## config.mk

```make
export PLATFORM = sky130hd
export DESIGN_NAME = mac_divider
export DESIGN_NICKNAME = d
export VERILOG_FILES = /design/src/rtl/mac_divider.sv
export SDC_FILE = /design/constraint.sdc
export NUM_CORES = 1
export LEC_CHECK = 0
export CAP_MARGIN = 5
export CORE_MARGIN = 2
export CORE_UTILIZATION = 25
export CTS_CLUSTER_DIAMETER = 100
export CTS_CLUSTER_SIZE = 8
export DETAILED_ROUTE_END_ITERATION = 10
export GPL_TIMING_DRIVEN = 0
export PLACE_DENSITY_LB_ADDON = 0.25
export SETUP_SLACK_MARGIN = 0.05
export SLEW_MARGIN = 20
export SYNTH_ARGS = -nofsm -noshare
export SYNTH_HDL_FRONTEND = slang
export SYNTH_SLANG_ARGS = --single-unit
```

## constraint.sdc

```tcl
create_clock -name clk -period 3 [get_ports clk]
set_input_delay 0.45 -clock clk [delete_from_list [all_inputs] [get_ports clk]]
set_output_delay 0.45 -clock clk [all_outputs]
set_load 0.02 [all_outputs]
```

## src/rtl/mac_divider.sv

```systemverilog
// Iterative restoring divider: recovers Q and R from a packed MAC result word D
// and a factor B so that D = Q*B + R with R < B. It produces one quotient bit per clock.
module mac_divider #(
    parameter int WIDTH     = 8,
    parameter int OUT_WIDTH = 16
) (
    input  logic                 clk,
    input  logic                 rst_n,
    input  logic                 in_valid,
    output logic                 in_ready,
    input  logic [OUT_WIDTH-1:0] D_IN,
    input  logic [WIDTH-1:0]     B_IN,
    output logic                 out_valid,
    input  logic                 out_ready,
    output logic [OUT_WIDTH-1:0] Q_OUT,
    output logic [WIDTH-1:0]     R_OUT,
    output logic                 OVF,
    output logic                 DBZ
);

    localparam int CNT_W = $clog2(OUT_WIDTH + 1);

    typedef enum logic [1:0] {
        IDLE,
        CALC,
        DONE
    } state_t;

    state_t               state;
    state_t               state_next;
    logic [CNT_W-1:0]     cnt;
    logic [WIDTH-1:0]     rem;
    logic [OUT_WIDTH-1:0] shreg;
    logic [WIDTH-1:0]     divisor;

    logic [WIDTH:0]       rem_shift;
    logic [WIDTH-1:0]     rem_diff;
    logic [WIDTH-1:0]     rem_next;
    logic                 q_bit;
    logic [OUT_WIDTH-1:0] shreg_next;
    logic                 accept;
    logic                 last_iter;

    // The shifted partial remainder carries one extra bit, so the compare is
    // exact. When it is >= divisor the difference is < divisor and fits WIDTH bits.
    always_comb begin
        rem_shift  = {rem, shreg[OUT_WIDTH-1]};
        q_bit      = (rem_shift >= {1'b0, divisor});
        rem_diff   = rem_shift[WIDTH-1:0] - divisor;
        rem_next   = q_bit ? rem_diff : rem_shift[WIDTH-1:0];
        shreg_next = {shreg[OUT_WIDTH-2:0], q_bit};
    end

    assign accept    = in_ready && in_valid;
    assign last_iter = (state == CALC) && (cnt == CNT_W'(1));

    // NOTE: sequential state uses non-blocking assignments only, so every flop
    // samples pre-edge values regardless of process ordering.
    always_ff @(posedge clk or negedge rst_n) begin
        if (!rst_n) begin
            state <= IDLE;
        end else begin
            state <= state_next;
        end
    end

    // NOTE: every output of this block gets a default first, so no path can
    // leave a value unassigned and infer a latch.
    always_comb begin
        state_next = state;
        in_ready   = (state == IDLE);
        out_valid  = (state == DONE);
        case (state)
            IDLE: if (in_valid) state_next = (B_IN == '0) ? DONE : CALC;
            CALC: if (cnt == CNT_W'(1)) state_next = DONE;
            DONE: if (out_ready) state_next = IDLE;
            default: state_next = IDLE;
        endcase
    end

    always_ff @(posedge clk or negedge rst_n) begin
        if (!rst_n) begin
            cnt     <= '0;
            rem     <= '0;
            shreg   <= '0;
            divisor <= '0;
            Q_OUT   <= '0;
            R_OUT   <= '0;
            OVF     <= 1'b0;
            DBZ     <= 1'b0;
        end else if (accept) begin
            shreg   <= D_IN;
            divisor <= B_IN;
            rem     <= '0;
            cnt     <= CNT_W'(OUT_WIDTH);
            // Divide by zero is resolved on the accepting edge; no iterations run.
            if (B_IN == '0) begin
                Q_OUT <= '1;
                R_OUT <= D_IN[WIDTH-1:0];
                OVF   <= 1'b0;
                DBZ   <= 1'b1;
            end
        end else if (state == CALC) begin
            rem   <= rem_next;
            shreg <= shreg_next;
            cnt   <= cnt - 1'b1;
            if (last_iter) begin
                Q_OUT <= shreg_next;
                R_OUT <= rem_next;
                OVF   <= |shreg_next[OUT_WIDTH-1:WIDTH];
                DBZ   <= 1'b0;
            end
        end
    end

endmodule

```

==> results by group <==
Timing
  – Max-slew headroom: 0.574
  – Final Hold Vio Count: 0
  – Fmax: 0.436 GHz
  – Worst-Margin Slew: 0.637 ns
  – Unrepaired setup endpoints after global routing: no
  – Final Max Tran Viols: 0
  – Tcrit/Tclk final: 0.764
  – Max Clock Skew: approximately 0.0057 ns
  – Final setup violation count: 0
  – Tmin final: 2.29 ns
  – Final setup TNS: 0 ns
  – Hold Slack: between 0.007 and 0.008 ns

CTS
  – Clock latency on the worst-skew pair: 0.33 ns
  – CTS sink cnt: 65
  – Clock Pin Slew Worst Setup and Hold Paths: approximately 0.05 ns
  – Clock buffer depth: 2
  – Post_cts resized: 0
  – Hold Buf Count CTS: 0
  – CTS Buf Count: 9
  – CTS tree: yes
  – Root buffer selected by CTS: clkbuf_16
  – H-tree Lvls: 3
  – Post-CTS Setup Inserts: 0

Die
  – Initial Utilization: 0.258
  – Die W: 116 um
  – Row count: 40
  – Die Span Y: 116 um
  – Core area: 12,100 sq um
  – I/O Pins: 56
  – Die Area: between 10,000 and 15,000 sq um

Job
  – Max-cap violations: 0

Critical path
  – FF-to-FF path depth: 10
  – CP Class: flip-flop to flip-flop
  – Crit path required time: ~3.2 ns
  – Worst Setup End Kind: flip-flop
  – Crit path launch type: flip-flop
  – Critical Path AT: 2.48 ns
  – Critical path, cell by cell: inv_1, ha_1, inv_1, fa_1, a211oi_1, o21ai_0, a21oi_1, xnor2_1, mux2i_1, a21oi_1
  – Crit-path max FO: 3
  – CP max stage delay: 0.39 ns
  – Slowest cell on crit path: fa_1

Global route
  – All-layer global routing usage: 0.131
  – First-pass GRT wire length: between 10 and 15 mm
  – Grt total ovfl: 0
  – Vias in the first global route: 2,584
  – Initial antenna violation count: 0
  – Largest net degree at the start of global routing: 48

Route
  – Starting DRC count in detailed routing: approximately 130
  – Via count: 2,560
  – Wirelength per Cell: 14.7 um
  – Vias per inst: 4.60
  – Drt first pass iters: 4
  – Number of nets still failing antenna checks after routing: 0
  – Detailed Route WL: 8.19 mm
  – DRC viols: 0

Placement
  – Final GP Congestion: 0.782
  – Placed Instances: 540
  – Dpl cell area: 3910 sq um
  – Port Buf Inserts: 55
  – Placed wire-length estimate: between 6 and 7 mm

Finish
  – # nets final: 422
  – # diodes: 0
  – Final instance area: 4200 sq um
  – Area grow syn2layout: 34.2%
  – Share of cells above drive strength 1: 0.0825
  – Layout Cells excl Fill: 556

Power and ir drop
  – Power Total: approximately 5.4 mW
  – Worst IR Drop VDD: 0.331 mV
  – Pleak: 1.84 nW
  – Power Dens Cells: roughly 1300 nW/um^2

Synth
  – Post-synth EDFFs: 0
  – Distinct cells, synth: 43
  – Netlist Area Pre-Place: 3130 sq um
  – Seq cells post-synth: 65
  – Syn_nets: 355
  – Synthesis Warnings: 0
  – Register area share after synthesis: 0.520
  – Synthesized instance count: 316
  – Post-synthesis async set-or-reset flop share: 1.00
  – Ys flop type: dfrtp_1
  – Avg Synthesized Cell Area: 9.90 sq um

Status
  – Outcome: complete, no violations

Min path
  – Min-delay worst type: primary input to async pin
power breakdown:
part / switching (mW) / internal, mW
clock: 0.376 / 0.599
sequential: 0.324 / 1.31
combinational: 1.56 / 1.18
path summary, 6_finish.rpt:
check / from / to / slack (ns)
worst max-delay path: shreg[15] / rem[6] / 0.71
worst min-delay path: rst_n / cnt[2] / 0.007
worst max register to register: shreg[15] / rem[6] / 0.71
worst min register to register: Q_OUT[4] / Q_OUT[4] / 0.46
max in group asynchronous: rst_n / R_OUT[4] / 2.47
min in group clk: Q_OUT[4] / Q_OUT[4] / 0.46
worst max-delay path, delay by kind of cell (launching register included):
kind | cells | cell delay, ns
flip-flops | 1 | 0.35
AO/OA/AOI/OAI | 4 | 0.77
multiplexers | 1 | 0.21
XOR/XNOR | 1 | 0.08
buffers and inverters | 2 | 0.16
adder cells (fa/ha/maj) | 2 | 0.57
layout by cell type, fill, tap and decap left out, types with 4 or more instances in the layout:
cell,n
mux2i_1,7
a211oi_1,4
inv_1,12
nor2_1,24
a22oi_1,11
clkdlybuf4s50_1,54
o22a_1,11
clkbuf_1,11
dfrtp_1,65
a21oi_1,17
ha_1,10
o21ai_0,29
nand3_1,4
o22ai_1,12
nand2_1,51
a21o_1,5
clkbuf_16,9
metal layers:
layer	share of wire	vias to the layer above	track usage
li1	-	1266	-
met1	0.49	1235	0.182
met2	0.46	48	0.202
met3	0.032	11	0.0272
met4	0.018	0	0.0476
met5	0	-	0
Yosys cell counts, types with 2 or more instances:
| master | number | share of area |
|---|---|---|
| dfrtp_1 | 65 | 0.52 |
| nand2_1 | 51 | 0.061 |
| o21ai_0 | 29 | 0.046 |
| nor2_1 | 24 | 0.029 |
| a21oi_1 | 17 | 0.027 |
| inv_1 | 12 | 0.014 |
| o22ai_1 | 12 | 0.024 |
| a22oi_1 | 11 | 0.026 |
| clkbuf_1 | 11 | 0.013 |
| o22a_1 | 11 | 0.031 |
| ha_1 | 10 | 0.040 |
| mux2i_1 | 7 | 0.022 |
| a21o_1 | 5 | 0.012 |
| a211oi_1 | 4 | 0.0096 |
| nand3_1 | 4 | 0.0064 |
| o21ai_1 | 3 | 0.0048 |
| xnor2_1 | 3 | 0.0084 |
| xor2_1 | 3 | 0.0084 |
| a31oi_1 | 2 | 0.0040 |
| and2_1 | 2 | 0.0040 |
| buf_6 | 2 | 0.0072 |
| nand2b_1 | 2 | 0.0040 |
| nor2b_1 | 2 | 0.0040 |
| nor3_1 | 2 | 0.0032 |
| nor4_1 | 2 | 0.0040 |
| o21ai_2 | 2 | 0.0056 |
| or4_1 | 2 | 0.0048 |
sequential cells by signal, summed over array words and instances, names as in the netlist:
signal / cells
cnt: 5
shreg: 16
R_OUT: 8
DBZ: 1
divisor: 8
Q_OUT: 16
rem: 8
OVF: 1
state: 2
area by class of cell:
| class | count | area [sq um] |
|---|---|---|
| inverter | 12 | 45.0 |
| sequential | 65 | 1630 |
| buffer | 16 | 80.1 |
| clock buffer | 11 | 253 |
| fill | 1262 | 7920 |
| timing repair buffer | 56 | 576 |
| clock inverter | 5 | 30.0 |
| multi-input combinational | 223 | 1380 |
| tap | 168 | 210 |
cell families after synthesis:
kind of cell	after synthesis	synth area share
AO/OA/AOI/OAI	100	0.204
XOR/XNOR	6	0.0168
adder cells (fa/ha/maj)	11	0.0464
buffers and inverters	28	0.0400
flip-flops	65	0.520
multiplexers	8	0.0272
AND/OR/NAND/NOR	98	0.146
stage by stage:
stage / setup WS [ns] / util
6_report: 0.708 / 0.346
3_5_place_dp: 0.609 / 0.323
2_1_floorplan: 1.05 / -
3_3_place_gp: -0.786 / 0.321
5_1_grt: 0.521 / 0.346
4_1_cts: 0.754 / 0.346
(Power assumes the default switching activity.)
